===== config.mk =====
export PLATFORM = sky130hd
export DESIGN_NAME = prm_edge_mask_accum
export DESIGN_NICKNAME = d
export VERILOG_FILES = /design/src/rtl/prm_edge_mask_accum.sv
export SDC_FILE = /design/constraint.sdc
export NUM_CORES = 2
export LEC_CHECK = 0
export CORE_AREA = 2 2 433 435
export CTS_CLUSTER_DIAMETER = 200
export DETAILED_ROUTE_END_ITERATION = 10
export DIE_AREA = 0 0 435 437
export GPL_ROUTABILITY_DRIVEN = 1
export GPL_TIMING_DRIVEN = 0
export PLACE_DENSITY_LB_ADDON = 0.3
export SYNTH_ARGS = -nofsm -noshare
export SYNTH_HDL_FRONTEND = slang
export SYNTH_SLANG_ARGS = --single-unit

===== constraint.sdc =====
create_clock -name CLK -period 2.3 [get_ports CLK]
set_input_delay 0.46 -clock CLK [delete_from_list [all_inputs] [get_ports CLK]]
set_output_delay 0.46 -clock CLK [all_outputs]
set_load 0.01 [all_outputs]

===== src/rtl/prm_edge_mask_accum.sv =====
`default_nettype none
// ============================================================================
//  Module   : prm_edge_mask_accum
//  Purpose  : Streams obstacle codes to a combinational array of PRM edge
//             checkers and sticky-ORs the returned per-edge masks into a
//             blocked-edge bitmap over one frame. At end of frame the bitmap
//             is drained as OUT_W-bit words to the path-search stage.
//  Ports    : CLK, RST            clock / synchronous active-high reset
//             obs_valid/ready     obstacle code handshake (+ obs_code, obs_last)
//             chk_code            code broadcast to the checker array
//             edge_mask_in        checker outputs for chk_code (same cycle)
//             frame_abort         discard current frame
//             out_valid/ready     bitmap word handshake (+ out_data, out_idx,
//                                 out_last)
//             frame_done          pulse the cycle after the last word is taken
//             blocked_cnt         popcount of the bitmap (optional)
//  Options  : define PRM_BLOCKED_CNT_EN to add the blocked_cnt output.
//  Revision : 1.0  initial release
// ============================================================================
module prm_edge_mask_accum #(
    parameter  int NUM_EDGES = 1024,
    parameter  int OUT_W     = 32,
    parameter  int CODE_W    = 15,
    localparam int NUM_WORDS = NUM_EDGES / OUT_W,
    localparam int IDX_W     = (NUM_WORDS > 1) ? $clog2(NUM_WORDS) : 1,
    localparam int CNT_W     = $clog2(NUM_EDGES + 1)
) (
    input  logic                 CLK,
    input  logic                 RST,
    input  logic                 obs_valid,
    output logic                 obs_ready,
    input  logic [CODE_W-1:0]    obs_code,
    input  logic                 obs_last,
    output logic [CODE_W-1:0]    chk_code,
    input  logic [NUM_EDGES-1:0] edge_mask_in,
    input  logic                 frame_abort,
    output logic                 out_valid,
    input  logic                 out_ready,
    output logic [OUT_W-1:0]     out_data,
    output logic [IDX_W-1:0]     out_idx,
    output logic                 out_last,
`ifdef PRM_BLOCKED_CNT_EN
    output logic [CNT_W-1:0]     blocked_cnt,
`endif
    output logic                 frame_done
);

    localparam logic [1:0] c_ST_IDLE  = 2'd0;
    localparam logic [1:0] c_ST_ACCUM = 2'd1;
    localparam logic [1:0] c_ST_DRAIN = 2'd2;

    localparam logic [IDX_W-1:0] c_LAST_IDX = IDX_W'(NUM_WORDS - 1);

    logic [1:0]           r_state;
    logic [1:0]           w_state_next;
    logic [NUM_EDGES-1:0] r_accum;
    logic [NUM_EDGES-1:0] w_accum_next;
    logic [IDX_W-1:0]     r_k;
    logic                 r_frame_done;
    logic                 w_accept;
    logic                 w_word_take;
    logic                 w_last_word;
    logic                 w_frame_end;
    logic [OUT_W-1:0]     w_words [NUM_WORDS];

    // Checkers are purely combinational: the code goes straight out and the
    // resulting mask comes back in the same cycle.
    assign chk_code = obs_code;

    assign w_accept    = obs_valid & obs_ready;
    assign w_last_word = (r_k == c_LAST_IDX);
    assign w_word_take = out_valid & out_ready;
    assign w_frame_end = w_word_take & w_last_word;

    // The first accept of a frame loads rather than ORs, so the previous
    // frame's bitmap never leaks into the next one.
    always_comb begin
        w_accum_next = r_accum;
        if (w_accept) begin
            if (r_state == c_ST_IDLE) begin
                w_accum_next = edge_mask_in;
            end else begin
                w_accum_next = r_accum | edge_mask_in;
            end
        end
    end

    // ---------------------------------------------------------------- state
    always_ff @(posedge CLK) begin
        if (RST) begin
            r_state <= c_ST_IDLE;
        end else begin
            r_state <= w_state_next;
        end
    end

    // ----------------------------------------------------------- next state
    always_comb begin
        w_state_next = r_state;
        if (frame_abort) begin
            w_state_next = c_ST_IDLE;
        end else begin
            case (r_state)
                c_ST_IDLE: begin
                    if (w_accept) begin
                        w_state_next = obs_last ? c_ST_DRAIN : c_ST_ACCUM;
                    end
                end
                c_ST_ACCUM: begin
                    if (w_accept && obs_last) begin
                        w_state_next = c_ST_DRAIN;
                    end
                end
                c_ST_DRAIN: begin
                    if (w_frame_end) begin
                        w_state_next = c_ST_IDLE;
                    end
                end
                default: w_state_next = c_ST_IDLE;
            endcase
        end
    end

    // -------------------------------------------------------------- outputs
    always_comb begin
        obs_ready = 1'b1;
        out_valid = 1'b0;
        case (r_state)
            c_ST_DRAIN: begin
                obs_ready = 1'b0;
                out_valid = 1'b1;
            end
            default: begin
                obs_ready = 1'b1;
                out_valid = 1'b0;
            end
        endcase
    end

    // Word k is selected from the held bitmap, so data/idx/last stay stable
    // while the consumer stalls.
    for (genvar gi = 0; gi < NUM_WORDS; gi++) begin : g_words
        assign w_words[gi] = r_accum[gi*OUT_W +: OUT_W];
    end

    assign out_data   = w_words[r_k];
    assign out_idx    = r_k;
    assign out_last   = out_valid & w_last_word;
    assign frame_done = r_frame_done;

    // ------------------------------------------------------ datapath regs
    always_ff @(posedge CLK) begin
        if (RST || frame_abort) begin
            r_accum      <= '0;
            r_k          <= '0;
            r_frame_done <= 1'b0;
        end else begin
            r_accum      <= w_accum_next;
            r_frame_done <= w_frame_end;
            if (w_word_take) begin
                r_k <= w_last_word ? '0 : r_k + 1'b1;
            end
        end
    end

`ifdef PRM_BLOCKED_CNT_EN
    // Popcount of the final OR result, captured on the transition into DRAIN
    // and held until the next frame reaches DRAIN.
    logic [CNT_W-1:0] r_blocked_cnt;
    logic [CNT_W-1:0] w_popcnt;

    always_comb begin
        w_popcnt = '0;
        for (int i = 0; i < NUM_EDGES; i++) begin
            w_popcnt = w_popcnt + CNT_W'(w_accum_next[i]);
        end
    end

    always_ff @(posedge CLK) begin
        if (RST || frame_abort) begin
            r_blocked_cnt <= '0;
        end else if (w_accept && obs_last) begin
            r_blocked_cnt <= w_popcnt;
        end
    end

    assign blocked_cnt = r_blocked_cnt;
`endif

endmodule
`default_nettype wire


After elaboration in Yosys (flattened, before gate mapping)
Index checks and enable logic that the tools add are counted.

$mul: 0. Bitwise operators: 6. Muxes and demuxes: 12. Equal/unequal tests: 6. Order comparisons: 1. Reductions and logical operators: 5. Shifts and indexed selects: 0. Div/mod/pow operators: 0. $add $sub $neg: 1.

Operators with widths (count): 1024-bit 2-to-1 mux (1); 1024-bit OR (1); 32-bit binary-select mux with 5-bit select (1); 32-bit 2-to-1 mux (2); 2-bit 2-to-1 mux (4); 6-bit greater-or-equal comparator, second input constant (1); 2-bit != test, second input constant (3); 5-bit inverter with 6-bit output (1); 2-bit one-hot mux with 3 select lines (1); 5-bit by 1-bit adder with 5-bit output, second input constant (1); 5-bit equality test, second input constant (1); 5-bit 2-to-1 mux (1); 1-bit AND (4); 3-bit AND reduction (1); 2-bit by 1-bit equality test with 1-bit output, second input constant (1); 2-bit equality test, second input constant (1); 2-bit logical NOT (1); 1-bit 2-to-1 mux (2); 2-bit OR reduction (1); 1-bit logical AND (1); 1-bit logical OR (1).

RAM bits: 0. Flip-flop bits (word level): 1032. Input port bits: 1045. Memories kept: 0. Memory bits (read-only): 0. Logic and storage cells: 35. Bits in latches: 0. Output and inout port bits: 56.

Depth between registers and ports, before layout
Depth after elaboration: 6. Mapped depth: 8. Gate-level depth less buffers: 6.

Least setup slack after synthesis
No wires, ideal clock.

Kind: reg-to-output. Start point: register r_k[0], in the netlist out_idx[0]. End point: output out_data[10]. Data required time: 1840 ps. Arrival time: 1725 ps. Stages on the path, launching flop included: 6. Slack: 115 ps. Path buffers: 2. Cells stage by stage: dfxtp_1 -> buf_6 -> buf_2 -> mux4_2 -> a211oi_1 -> a22oi_1.

Longest elaborated chain between the ends: 4.

RTL lines: from (decl) (RTL line 58) `logic [IDX_W-1:0] r_k;`; from (signal assigned) (RTL line 161) `r_k <= w_last_word ? '0 : r_k + 1'b1;`; 5-bit inverter with 6-bit output (implied by the code) (RTL line 146) `assign out_data = w_words[r_k];`; 32-bit binary-select mux with 5-bit select (RTL line 146); 32-bit 2-to-1 mux (implied by the code) (2 in a row) (RTL line 146); to (decl) (RTL line 39) `output logic [OUT_W-1:0] out_data,`.

No other way between the ends. The select of a mux whose other input is x is not followed.

Final worst setup path
Start point: register r_k[0], in the netlist out_idx[0]. End point: output out_data[18].

The elaborated chain is that of the path after synthesis.

==> flow_summary.toml <==
[global_route]
grt_pass1_wl_um = 360000
grt_use_total = 0.2783
grt_pass1_vias = 40224
grt_overflow = 0
antenna_found_initial = 157
grt_max_degree = 18

[power_and_ir_drop]
p_switching_uw = 11840
intPower_uw = 32590
netSwitchingFraction = 0.2665
ir_drop_mv = 0.6551
powerDensity_nw_per_um2 = 701.7
combinationalPowerShare = 0.132
clockPowerShare = 0.442
seqPwrFrac = 0.426
p_leak_uw = 0.02234

[synthesis]
ys_ff_latch = 1032
ys_types = 36
synth_area_per_cell_um2 = 10.15
yosysWarnings = 0
syn_area_um2 = 41930
synthAdderAreaFrac = 0.0005969
synth-simple-area-share = 0.09690
synth_compound_area_frac = 0.2225
synth_xor_area_frac = 0
synth.area.mux_share = 0.1336
synth-seq-area-share = 0.4928
postSynthCellCount = 4130
synth_top_family_by_area = "compound AO/OA/AOI/OAI gates"
synth_fp_nets = 5177

[cts]
cts_root_buffer = "clkbuf_16"
clock_path_buffers = 3
cts_tree = "built"
cts_hold_buffers = 0
cts.clk_slew.worst_paths_ps = 70
cts_max_level = 3
clkLatencyLatePin_ps = 820
numClockSinks = 1032
cts_buffers = 118

[timing]
min_period_over_period = 1.611
fin_setup_tns_ps = -42090
hold_viol = 0
rsz0062_at_grt = "true"
slew_violations = 0
whs_ps = 261.1
worst_slack_ps = -1404
finClkSkew_ps = 68.55
maxSlewHeadroom = 0.2328
finalSetupViolations = 34
period_needed_ps = 3704
worst_pin_slew_ps = 1151
fmax_mhz = 269.9

[finish]
area_growth_pct = 51.01
final_common_cell = "clkdlybuf4s50_1"
fin_util = 0.3422
mostFrequentLayoutCells = "clkdlybuf4s50_1, a22oi_1, nor2_1, dfxtp_1, mux4_2"
layout-drive-gt1-share = 0.1856
fin_cells = 8074
fin_nets = 6443

[floorplanning]
ioPinCount = 1101
die_h_um = 437
initial_core_util = 0.2266
die_w_um = 435
fp-row-count = 158
core_um2 = 185000
die-area_um2 = 190100

[placed_design]
dpl.hpwl_um = 225700
numPortBuffers = 1085
place_ws_ps = -2460
dp_cells = 7695
globalplace.congestion = 0.9452

[routing]
ant_nets = 1
wirelength_um = 277100
drt-initial-drc-count = 4940
vias_per_cell = 5.237
via_count = 42285
drtPass1Iterations = 6
drc = 0
avgRoutedWirePerCell_um = 34.32

[worst_setup_path]
worst_path_max_delay_cell = "mux4_2"
required_ps = 1840
path_cells = "buf_12, buf_16, buf_8, buf_12, mux4_2, a211oi_4, a22oi_2, buf_6"
worstPathArrival_ps = 3240
critPathMaxFanout = 5
critPathLaunchType = "flip-flop"
cp-end-kind = "output port"
crit_path_max_incr_delay_ps = 620
crit_type = "reg2out"
critPathMostFrequentCell = "buf_12"
r2r_setup_slack_ps = 30

[run_status]
outcome = "complete, but fails checks"
violations = "antenna violations, negative setup slack"

[min_path]
hp-class = "in2reg"

[job]
cap_violations = 0
## cells in the mapped netlist, drive strengths merged
cell / number / share of area
nand2: 4 / 0.00042
mux2i: 130 / 0.031
a22oi: 1119 / 0.20
nor4: 2 / 0.00030
and3: 2 / 0.00030
nor2b: 5 / 0.00092
mux4: 191 / 0.10
nand3: 5 / 0.00060
clkbuf: 203 / 0.018
nor3b: 1 / 0.00018
nand3b: 3 / 0.00054
or2: 1 / 0.00015
dfxtp: 1032 / 0.49
nor2: 1033 / 0.093
a211oi: 31 / 0.0056
a2bb2oi: 1 / 0.00021
ha: 2 / 0.00060
and2: 1 / 0.00015
o21ai: 2 / 0.00024
a21oi: 39 / 0.0047
nor4b: 1 / 0.00021
and3b: 1 / 0.00021
o22ai: 31 / 0.0046
nand4: 1 / 0.00015
buf: 254 / 0.035
nor3: 1 / 0.00012
inv: 1 / 0.000089
o221ai: 32 / 0.0067
a31oi: 1 / 0.00015
## worst max-delay path: cells and delay by family (launching register included)
kind	cells	cell delay, ps
AOI/OAI and AO/OA	2	690
buffers and inverters	5	700
DFF	1	380
muxes	1	620
## path summary, 6_finish.rpt
path / start / endpoint / cells after the start
hold / removal: edge_mask_in[69] / r_accum[69]$_SDFFE_PP0P_ / 3
setup reg to reg: r_state[1]$_SDFFE_PP0P_ / r_accum[534]$_SDFFE_PP0P_ / 9
setup / recovery: out_idx[0]$_SDFFE_PP0N_ / out_data[18] / 8
hold reg to reg: r_accum[667]$_SDFFE_PP0P_ / r_accum[667]$_SDFFE_PP0P_ / 2
## cells by family (layout without fill, tap and decap cells)
kind of cell | count (synthesis) | count (layout)
AO/OA/AOI/OAI | 1256 | 1256
AND/OR/NAND/NOR | 1061 | 1061
flip-flops | 1032 | 1032
buffers and inverters | 458 | 1817
multiplexers | 321 | 321
adder cells (fa/ha/maj) | 2 | 2
other | 0 | 105
## power groups by stage
stage               Combinational, uW  Sequential (uW)  Clock (uW)
finish                           5850            18900       19600
global route                     6160            19000       20500
CTS                              5770            18900       19800
detailed placement               5600            19300           0
global placement                 5560            19300           0
floorplan                        2300            19100           0
## routing by layer
metal	share of wire	wire length [um]	global-route usage
met5	0.00092	254	0
met4	0.046	12860	0.1318
met3	0.078	21680	0.05977
met2	0.48	132400	0.4600
met1	0.40	109900	0.3439
## registers in the layout, summed over array words and instances, names as in the netlist
signal      count
out_idx         5
r_accum      1024
frame_done      1
r_state         2
## through the flow
step           power [uW]  area [um^2]
4_1_cts             44530        62690
6_report            44430        63310
2_1_floorplan       21360        41930
3_3_place_gp        24840        55890
5_1_grt             45620        63260
3_5_place_dp        24900        55900
## layout make-up
cell class | count | area (um^2)
clock buffer | 176 | 3502
fill | 18830 | 121700
multi-input combinational | 2640 | 20720
inverter | 1 | 3.754
antenna | 105 | 262.8
buffer | 449 | 2769
sequential | 1032 | 20680
tap | 2480 | 3103
timing repair buffer | 1154 | 11790
clock inverter | 37 | 484.2
## repair_timing
action	4_1_cts	5_1_grt
gates resized for setup	695	106
gates cloned	8	2
hold endpoints to repair	0	0
buffers inserted	52	11
endpoints found under the setup margin	983	87
pin swaps	82	54
(Power assumes the default switching activity.)
